[config.mk]
export PLATFORM = sky130hd
export DESIGN_NAME = serial_mem_bridge
export DESIGN_NICKNAME = d
export VERILOG_FILES = /design/src/rtl/serial_mem_bridge.sv
export SDC_FILE = /design/constraint.sdc
export NUM_CORES = 1
export LEC_CHECK = 0
export CAP_MARGIN = 15
export CORE_ASPECT_RATIO = 2
export CORE_UTILIZATION = 50
export DETAILED_ROUTE_END_ITERATION = 10
export PLACE_DENSITY = 0.74
export SYNTH_ARGS = -nofsm -noshare
export SYNTH_HDL_FRONTEND = slang
export SYNTH_SLANG_ARGS = --single-unit
[constraint.sdc]
create_clock -name clk -period 5.75 [get_ports clk]
set_clock_uncertainty 0.2 [all_clocks]
set_input_delay 1.15 -clock clk [delete_from_list [all_inputs] [get_ports clk]]
set_output_delay 1.15 -clock clk [all_outputs]
set_load 0.005 [all_outputs]
[src/rtl/serial_mem_bridge.sv]
// Bit-serial bridge from a core request port to an external serial memory:
// 16 address bits out, then 8 data bits in (reads) or out (writes).
module serial_mem_bridge #(
    parameter int unsigned CLK_DIV = 2,
    parameter int unsigned TIMEOUT = 255
) (
    input  logic        clk,
    input  logic        rst,
    input  logic        req,
    input  logic [1:0]  op,
    input  logic [15:0] addr,
    input  logic [7:0]  wdata,
    output logic        busy,
    output logic        done,
    output logic        err,
    output logic [7:0]  rdata,
    output logic        sclk,
    output logic        serial_out,
    input  logic        serial_in,
    input  logic        ready,
    output logic        pc_in_flag,
    output logic        rom_out_flag,
    output logic        ram_in_flag,
    output logic        ram_out_flag
);

    localparam int unsigned StallW  = (TIMEOUT > 1) ? $clog2(TIMEOUT + 1) : 1;
    localparam logic [7:0]  DivLast = 8'(CLK_DIV - 1);

    typedef enum logic [2:0] {StIdle, StAddr, StDataRd, StDataWr, StDone} state_e;

    state_e            state;
    logic [1:0]        op_q;
    logic [23:0]       tx_sreg;
    logic [7:0]        rx_sreg;
    logic [7:0]        div_cnt;
    logic [4:0]        bit_cnt;
    logic [StallW-1:0] stall_cnt;
    logic              first_cyc;
    logic              stall_hit;

    assign stall_hit = (TIMEOUT != 0) && ((32'(stall_cnt) + 32'd1) == TIMEOUT);

    // sclk doubles as the phase bit: 0 = low phase, 1 = high phase of the bit cell.
    always_ff @(posedge clk) begin
        done <= 1'b0;
        err  <= 1'b0;
        if (rst) begin
            state        <= StIdle;
            op_q         <= 2'b00;
            tx_sreg      <= '0;
            rx_sreg      <= '0;
            div_cnt      <= '0;
            bit_cnt      <= '0;
            stall_cnt    <= '0;
            first_cyc    <= 1'b0;
            busy         <= 1'b0;
            rdata        <= 8'h00;
            sclk         <= 1'b0;
            serial_out   <= 1'b0;
            pc_in_flag   <= 1'b0;
            rom_out_flag <= 1'b0;
            ram_in_flag  <= 1'b0;
            ram_out_flag <= 1'b0;
        end else begin
            unique case (state)
                StIdle: begin
                    if (req && op != 2'b00) begin
                        state        <= StAddr;
                        op_q         <= op;
                        tx_sreg      <= {addr, (op == 2'b11) ? wdata : 8'h00};
                        div_cnt      <= '0;
                        bit_cnt      <= '0;
                        stall_cnt    <= '0;
                        first_cyc    <= 1'b1;
                        busy         <= 1'b1;
                        pc_in_flag   <= 1'b1;
                        rom_out_flag <= (op == 2'b01);
                        ram_out_flag <= (op == 2'b10);
                        ram_in_flag  <= (op == 2'b11);
                    end
                end
                StAddr, StDataRd, StDataWr: begin
                    if (first_cyc) begin
                        // Setup cycle: present bit 0 so it is stable for the whole first cell.
                        first_cyc  <= 1'b0;
                        serial_out <= tx_sreg[23];
                    end else if (!sclk) begin
                        if (ready) begin
                            stall_cnt <= '0;
                            if (div_cnt == DivLast) begin
                                sclk    <= 1'b1;
                                div_cnt <= '0;
                            end else begin
                                div_cnt <= div_cnt + 8'd1;
                            end
                        end else if (stall_hit) begin
                            state        <= StIdle;
                            err          <= 1'b1;
                            busy         <= 1'b0;
                            stall_cnt    <= '0;
                            serial_out   <= 1'b0;
                            pc_in_flag   <= 1'b0;
                            rom_out_flag <= 1'b0;
                            ram_out_flag <= 1'b0;
                            ram_in_flag  <= 1'b0;
                        end else if (stall_cnt != {StallW{1'b1}}) begin
                            stall_cnt <= stall_cnt + 1'b1;
                        end
                    end else if (div_cnt != DivLast) begin
                        div_cnt <= div_cnt + 8'd1;
                    end else begin
                        // Last high-phase cycle: sample, then open the next bit's low phase.
                        div_cnt    <= '0;
                        sclk       <= 1'b0;
                        bit_cnt    <= bit_cnt + 5'd1;
                        tx_sreg    <= {tx_sreg[22:0], 1'b0};
                        serial_out <= tx_sreg[22];
                        if (state == StDataRd) begin
                            rx_sreg <= {rx_sreg[6:0], serial_in};
                        end
                        if (bit_cnt == 5'd15) begin
                            state      <= (op_q == 2'b11) ? StDataWr : StDataRd;
                            pc_in_flag <= 1'b0;
                        end else if (bit_cnt == 5'd23) begin
                            state        <= StDone;
                            done         <= 1'b1;
                            serial_out   <= 1'b0;
                            rom_out_flag <= 1'b0;
                            ram_out_flag <= 1'b0;
                            ram_in_flag  <= 1'b0;
                            if (state == StDataRd) begin
                                rdata <= {rx_sreg[6:0], serial_in};
                            end
                        end
                    end
                end
                StDone: begin
                    state <= StIdle;
                    busy  <= 1'b0;
                end
                default: begin
                    state <= StIdle;
                    busy  <= 1'b0;
                end
            endcase
        end
    end

endmodule

==> parameters.txt <==
Parameter                              Value

Critical path
  Startpoint type of the worst setup path ... primary input
  Critical Path AT ... 3380 ps
  Slowest stage cell on the critical path ... sky130_fd_sc_hd__o21ai_1
  Crit-path max cell delay ... 480 ps
  Largest fanout on the critical path ... 8
  Required time at the endpoint of the critical path ... 5770 ps
  Category of the most critical setup path ... in2reg
  Critical Path End Type ... flop
  CP Cell Sequence ... clkdlybuf4s50_1 -> o21ai_1 -> a221o_1 -> a31oi_1 -> and2_1 -> o221ai_2 -> mux2_1

STA
  Hold Fails Final Rpt ... 0
  Sum of negative setup slack ... 0 ps
  Final slew viol count ... 0
  Tightest Pin Transition ... 745 ps
  Setup-violating endpoint count in the final report ... 0
  Achievable frequency ... 298 MHz
  Final critical-path share of the clock period ... 58.4%
  RSZ-0062 raised after global routing ... false
  Minimum hold slack ... 260 ps
  Final worst path period need ... 3360 ps
  Slew HR ... 50.3%

Synthesis
  Cell types occupying the most area after synthesis ... sky130_fd_sc_hd__dfxtp_1 (42%), sky130_fd_sc_hd__nand2_1 (6.5%), sky130_fd_sc_hd__nor2_1 (6.1%)
  Count of flip-flops with a built-in enable after synthesis ... 0
  Number of warning messages in the yosys log ... 0
  Flop and latch count out of synthesis ... 75
  Synthesized instance count ... 435
  Combined area of all synthesized cells ... 0.00359 mm2
  Primary flip-flop cell chosen by synthesis mapping ... sky130_fd_sc_hd__dfxtp_1
  Cell taking the most area after synthesis ... sky130_fd_sc_hd__dfxtp_1
  Number of nets in the synthesized netlist ... 472
  Unique cell type count in the Yosys netlist ... 53
  Avg Cell Area, Syn ... 8.25 um2
  Area share of the leading cell type in the synthesized netlist ... 41.8%
  Asr flop ratio synth ... 0%
  Part of the Yosys area used for sequential elements ... 41.8%

Route
  Number of DRC markers after the initial detailed-route iteration ... 186
  First drt pass iteration count ... 4
  Antenna violation net count after detailed routing ... 0
  Via count ... 3,316
  Detail-routed net length per standard cell ... 15.1 um
  Overall routed net length ... 8520 um
  Count of unresolved DRC violations after routing ... 0
  Via density per instance ... 5.88

Clock tree
  Hold_buf cts ... 0
  Clock transition at path regs ... 60 ps
  Clock root buffer ... sky130_fd_sc_hd__clkbuf_16
  TritonCTS clock tree ... built
  H-tree levels ... 3
  Number of setup buffers added after CTS ... 0
  Number of buffers created by CTS ... 9
  Clock insertion delay at the later pin of the skew report ... 330 ps
  Buffer depth of the longest clock path ... 2
  CTS sink cnt ... 75
  Post-cts resize count ... 0

Floorplanning
  Area of the die ... 0.00754 mm2
  Core area ... 0.00694 mm2
  Initial Util ... 51.7%
  Cell row count ... 43
  Die width ... 61.9 um
  Number of top-level design ports ... 48
  Chip height ... 122 um

Cells and area
  Number of antenna cells inserted ... 0
  Proportion of layout cells with a drive suffix above 1 ... 6.54%
  Leading cell types in the layout, fill and taps excluded ... sky130_fd_sc_hd__dfxtp_1 (75), sky130_fd_sc_hd__nand2_1 (62), sky130_fd_sc_hd__nor2_1 (58), sky130_fd_sc_hd__clkdlybuf4s50_1 (46), sky130_fd_sc_hd__a21oi_1 (22)
  Most common cell after layout, fill and taps aside ... sky130_fd_sc_hd__dfxtp_1
  Post-layout util ... 63.5%
  Total number of nets in the final design ... 506
  Final std cell area, no fill ... 0.00441 mm2
  Area added between synthesis and finish ... 22.8%

GRT
  Initial antenna violation count ... 0
  All-layer global routing usage ... 24.5%
  Via count of the first global-routing pass ... 3,080
  First-pass GRT wire length ... 13,800 um
  Maximum number of pins on one net before global-route repair ... 69
  Remaining global-route overflow ... 0

Min path
  Hold Crit Class ... reg2reg

Outcome
  Status ... finished clean

Placed design
  Placed Instance Area ... 0.00408 mm2
  Detailed Place HPWL ... 5790 um
  Routability Congestion ... 0.856
  IO buf count ... 47

Power
  Leakage component of the power ... 1.69 nW
  Power density cells ... 362 mW/mm2
  Highest ir drop seen on vdd ... 0.258 mV

Job
  Max Cap Viol ... 0
synthesized netlist by cell type, drive strengths merged (2+ instances only):
master  number
o22ai        4
o211a        2
a311oi      16
nor4         5
nand2b       4
xor2         2
or4          4
or2          2
o31a         2
mux2i       19
nand2       62
a311o        2
o211ai       2
a21o         3
a211oi       8
o21ai       11
buf          7
nor3         9
a22oi       10
nor2        58
a21oi       22
and3         7
nand3       15
o21bai       3
dfxtp       75
nor2b        6
inv         13
clkbuf      20
or3          2
and2         2
nand4b       3
o221ai       3
ha           6
or3b         4
nand4        6
a31oi        5
final timing paths:
kind,from,endpoint,slack (ps),cells past startpoint
setup / recovery,op[1],rom_out_flag,2390,7
hold / removal,tx_sreg[0],tx_sreg[0],260,2
setup reg to reg,div_cnt[0],rdata[6],2900,7
hold reg to reg,tx_sreg[0],tx_sreg[0],260,2
through the flow:
step | power (mW) | setup slack [ps] | cells
2_1_floorplan | 0.880 | 2880 | 435
3_3_place_gp | 0.980 | 2140 | 548
3_5_place_dp | 0.989 | 2120 | 548
4_1_cts | 1.60 | 2440 | 564
5_1_grt | 1.68 | 2250 | 564
6_report | 1.60 | 2390 | 564
final cells by class:
cell class,count,area [um2]
clock buffer,12,256
clock inverter,4,72.6
fill,607,2530
inverter,13,48.8
multi-input combinational,320,1930
sequential,75,1500
tap,90,113
timing repair buffer,50,488
report_power, final:
part | total [mW] | switching [mW] | internal [mW]
Combinational | 0.372 | 0.229 | 0.143
Clock | 0.612 | 0.209 | 0.403
Sequential | 0.612 | 0.0401 | 0.572
sequential cells by signal, summed over array words and instances (netlist names), 2 cells and up:
register	flops
rx_sreg	7
state	3
tx_sreg	24
bit_cnt	5
div_cnt	8
rdata	8
stall_cnt	8
op_q	2
cells by family after synthesis:
| group | count (synthesis) | share of synthesized area (%) |
|---|---|---|
| AOI/OAI and AO/OA | 101 | 20.1 |
| xor gates and xnor gates | 2 | 0.488 |
| adders and majority gates | 6 | 2.09 |
| buffers and inverters | 40 | 4.67 |
| DFF | 75 | 41.8 |
| muxes | 20 | 5.61 |
| and+or+nand+nor | 191 | 25.2 |
worst max-delay path: cells and delay by family:
kind | cells | cell delay [ps]
buf+inv | 1 | 470
simple gates | 1 | 230
compound gates | 4 | 1160
mux | 1 | 360
layer usage:
metal  vias up  GRT usage (%)  routed length (um)
met1      1587           25.3                3200
met4         0           13.8                 278
li1       1638              -                   -
met3        19           4.99                 310
met5         -              0                   0
met2        72           43.5                4730
Power figures use the tool's default switching activity.
